`config.mk`:
```
export PLATFORM = sky130hd
export DESIGN_NAME = active_devices_monitor_n
export DESIGN_NICKNAME = d
export VERILOG_FILES = /design/src/rtl/active_devices_monitor_n.sv
export SDC_FILE = /design/constraint.sdc
export NUM_CORES = 1
export LEC_CHECK = 0
export ABC_AREA = 1
export CAP_MARGIN = 20
export CELL_PAD_IN_SITES_DETAIL_PLACEMENT = 0
export CELL_PAD_IN_SITES_GLOBAL_PLACEMENT = 2
export CORE_UTILIZATION = 25
export CTS_CLUSTER_SIZE = 25
export DETAILED_ROUTE_END_ITERATION = 16
export GPL_TIMING_DRIVEN = 0
export HOLD_SLACK_MARGIN = 0.1
export PLACE_DENSITY_LB_ADDON = 0.05
export SETUP_SLACK_MARGIN = 0.02
export SLEW_MARGIN = 20
export SYNTH_ARGS = -nofsm -noshare
export SYNTH_HDL_FRONTEND = slang
export SYNTH_SLANG_ARGS = --single-unit
```
`constraint.sdc`:
```
create_clock -name clk -period 5.35 [get_ports clk]
set_clock_uncertainty 0.15 [all_clocks]
set_input_delay 1.07 -clock clk [delete_from_list [all_inputs] [get_ports clk]]
set_output_delay 1.07 -clock clk [all_outputs]
set_load 0.005 [all_outputs]
```
`src/rtl/active_devices_monitor_n.sv`:
```
// Active-device monitor: per-channel connect/disconnect tracking, live count, hysteresis alarm.
// Optional peak-count register enabled by defining PEAK_HOLD_EN.
module active_devices_monitor_n #(
    parameter int unsigned N_DEV    = 8,
    parameter int unsigned CNT_W    = 4,
    parameter int unsigned ALARM_HI = 6,
    parameter int unsigned ALARM_LO = 2
) (
    input  logic             clk,
    input  logic             rst,
    input  logic             enable,
    input  logic [N_DEV-1:0] dev_on,
    input  logic [N_DEV-1:0] dev_off,
`ifdef PEAK_HOLD_EN
    input  logic             clr_peak,
    output logic [CNT_W-1:0] peak,
`endif
    output logic [N_DEV-1:0] active_map,
    output logic [CNT_W-1:0] count,
    output logic             alarm,
    output logic             evt_err
);

    localparam logic [0:0] CLEAR = 1'b0;
    localparam logic [0:0] ALERT = 1'b1;

    localparam logic [CNT_W-1:0] HI_TH = CNT_W'(ALARM_HI);
    localparam logic [CNT_W-1:0] LO_TH = CNT_W'(ALARM_LO);

    logic [0:0]       state, state_nxt;
    logic [N_DEV-1:0] map_nxt;
    logic [CNT_W-1:0] cnt_nxt;
    logic             err_nxt;

    // Per-channel event evaluation; simultaneous on+off is a no-op
    always_comb begin
        map_nxt = active_map;
        err_nxt = 1'b0;
        if (enable) begin
            for (int i = 0; i < int'(N_DEV); i++) begin
                case ({dev_on[i], dev_off[i]})
                    2'b10: begin
                        if (active_map[i]) err_nxt = 1'b1;
                        else               map_nxt[i] = 1'b1;
                    end
                    2'b01: begin
                        if (active_map[i]) map_nxt[i] = 1'b0;
                        else               err_nxt = 1'b1;
                    end
                    default: ;
                endcase
            end
        end
    end

    // Count is recomputed from the next map so it can never drift from it
    always_comb begin
        cnt_nxt = '0;
        for (int i = 0; i < int'(N_DEV); i++) begin
            cnt_nxt = cnt_nxt + CNT_W'(map_nxt[i]);
        end
    end

    // Alarm next-state with hysteresis between LO_TH and HI_TH
    always_comb begin
        state_nxt = state;
        case (state)
            CLEAR:   if (cnt_nxt >= HI_TH) state_nxt = ALERT;
            ALERT:   if (cnt_nxt <= LO_TH) state_nxt = CLEAR;
            default: state_nxt = CLEAR;
        endcase
    end

    always_ff @(posedge clk) begin
        if (rst) begin
            state      <= CLEAR;
            active_map <= '0;
            count      <= '0;
            evt_err    <= 1'b0;
        end else begin
            state      <= state_nxt;
            active_map <= map_nxt;
            count      <= cnt_nxt;
            evt_err    <= err_nxt;
        end
    end

    assign alarm = (state == ALERT);

`ifdef PEAK_HOLD_EN
    // Peak tracks the post-edge count; clear reloads it and ignores enable
    always_ff @(posedge clk) begin
        if (rst) begin
            peak <= '0;
        end else if (clr_peak) begin
            peak <= cnt_nxt;
        end else if (cnt_nxt > peak) begin
            peak <= cnt_nxt;
        end
    end
`endif

endmodule

```
==> results.ini <==
[die]
dieHeight_um = 70.7
start_util = 0.265
fp.coreArea_um2 = 4440
pin_count = 33
std_cell_rows = 24
fp.dieW_um = 70.7
die_area_um2 = 5000

[run]
cap_violations = 0

[global_routing]
antenna_found_initial = 0
grt_pass1_wl_um = 4400
grt_max_degree = 11
grt_pass1_vias = 1051
overflow = 0
grt_usage = 0.109

[place]
gp_congestion = 0.662
dpl.hpwl_um = 1980
dp_slack_ns = -0.0442
port_buffers = 32
placed_cell_area_um2 = 1570
placed_cells = 254

[worst_setup_path]
critPathRequiredTime_ns = 5.34
slowest_delay_ns = 0.54
path_cells = clkdlybuf4s50_1 > inv_1 > ha_1 > or2_1 > o21ai_1 > inv_1 > fa_1 > inv_1 > fa_1 > fa_1 > inv_1 > ha_1 > inv_1 > fa_1 > nor2_1 > o21ai_1 > a21oi_1 > a21o_1
crit_fanout = 2
start_kind = input pin
cpMaxStageDelayCell = fa_1
critPathArrivalTime_ns = 5.06
path_class = in -> reg
path_common_cell = inv_1
critPathCaptureType = register

[cts]
cts_root_buf = clkbuf_8
cts_buffers = 3
htree_levels = 1
cts_tree = built
cts_hold_buffers = 0
cts.path.max_buffers = 2
clk_pin_slew_ns = 0.06
cts_sinks = 14
insertion_delay_ns = 0.24

[synthesis]
netlist_instances = 170
synth_area_um2 = 1180
yosysSeqAreaShare = 0.238
yosysTopAreaCell = dfxtp_1
syn_area_per_cell_um2 = 6.94
synth_area_leaders = dfxtp_1, ha_1, inv_1
synthesis.nets = 212
yosysWarnings = 0
ys_ff_latch = 14
synthDistinctLibCells = 20
post-synth-top-area-fraction = 0.238

[finish]
num_antenna_cells = 0
finalNonFillerCells = 257
synthToLayoutAreaGrowth_pct = 36.2
drive_gt1_frac = 0.0537
design_area_um2 = 1610
nets = 249

[sta]
slew_viol_final = 0
tns_ns = 0
rsz0062_at_grt = no
worst_slew_pin_slew_ns = 0.465
period_minus_slack_ns = 5.07
fmax_mhz = 197
setup_ws_ns = 0.284
setup_viol = 0
finalCritPeriodShare = 0.947
max-slew-margin-rel = 0.690
hold_violations = 0

[power]
leakage_nw = 0.858
powerDensity_nw_per_um2 = 253
ir_drop_v = 0.000144

[routing]
dr.pass1.iters = 6
wl_per_cell_um = 9.28
drt_iter0_drc = 23
drc_errors = 0
vias = 1037
via_per_inst = 4.04
drt_wl_total_um = 2390
ant_nets = 0

[worst_hold_path]
holdCritPathClass = reg -> reg

[status]
outcome = complete, no violations

==> placed cells by master (no fill, tap or decap), types with 2 or more instances in the layout <==
cell type / n
nand3b_2: 2
clkbuf_8: 3
o21ai_0: 4
o21ai_1: 7
inv_1: 44
o211ai_1: 5
fa_1: 4
nand2_1: 35
a21oi_1: 2
ha_1: 19
nor2_1: 19
clkdlybuf4s50_1: 32
nand3b_1: 3
inv_2: 5
dfxtp_1: 14
==> sequential cells by signal (all words and copies together), names as in the netlist <==
register,count
evt_err,1
alarm,1
active_map,8
count,4
==> stage by stage <==
step	power, mW	hold WS (ns)	utilization
2_1_floorplan	0.248	0.424	-
4_1_cts	0.415	0.461	0.361
3_5_place_dp	0.326	0.450	0.352
3_3_place_gp	0.324	0.453	0.352
5_1_grt	0.452	0.512	0.361
6_report	0.406	0.459	0.361
==> final timing paths <==
path / from / to / slack, ns / cells past startpoint
worst max-delay path: dev_on[0] / alarm / 0.28 / 18
worst min-delay path: active_map[6] / active_map[6] / 0.46 / 2
worst max register to register: active_map[0] / alarm / 1.78 / 16
worst min register to register: active_map[6] / active_map[6] / 0.46 / 2
==> cell type report <==
class                           instances  area [um^2]
Clock buffer                            3         41.3
Timing Repair Buffer                   32          320
Tap cell                               52         65.1
Inverter                               49          184
Fill cell                             488         2840
Multi-Input combinational cell        106          712
Sequential cell                        14          280
Buffer                                  1         3.75
==> per-layer routing <==
layer,vias up,track usage,wire (um)
met4,0,0.0267,21
met1,435,0.151,1270
met5,-,0,0
met3,2,0.0171,95
met2,21,0.177,994
li1,579,-,-
==> cell families (layout without fill, tap and decap cells) <==
| family | after synthesis | in the layout | synth area share |
|---|---|---|---|
| AND/OR/NAND/NOR | 61 | 61 | 0.220 |
| buffers and inverters | 50 | 85 | 0.159 |
| adder cells (fa/ha/maj) | 23 | 23 | 0.269 |
| AO/OA/AOI/OAI | 21 | 21 | 0.107 |
| flip-flops | 14 | 14 | 0.238 |
| XOR/XNOR | 1 | 1 | 0.00742 |
==> worst max-delay path, delay by kind of cell <==
kind                       cells  cell delay [ns]
adders and majority gates      6             2.38
buffers and inverters          6             0.80
AOI/OAI and AO/OA              4             0.54
and+or+nand+nor                2             0.30
==> Yosys cell counts, drive strengths merged <==
cell type	n
inv	49
nand2	35
ha	19
nor2	19
dfxtp	14
o21ai	11
nand3b	5
o211ai	5
fa	4
a21oi	3
a21o	1
clkbuf	1
nand3	1
o31ai	1
or2	1
xnor2	1
==> power breakdown <==
group / leakage (nW) / switching (mW) / internal, mW
clock network: 0.0216 / 0.0354 / 0.0498
registers: 0.115 / 0.00892 / 0.122
logic: 0.721 / 0.0945 / 0.0960
==> timing repair <==
action,CTS,global route
setup endpoints to repair,0,1
endpoints found under the hold margin,0,0
buffers inserted,0,0
resized for setup,0,1
(Power assumes the default switching activity.)
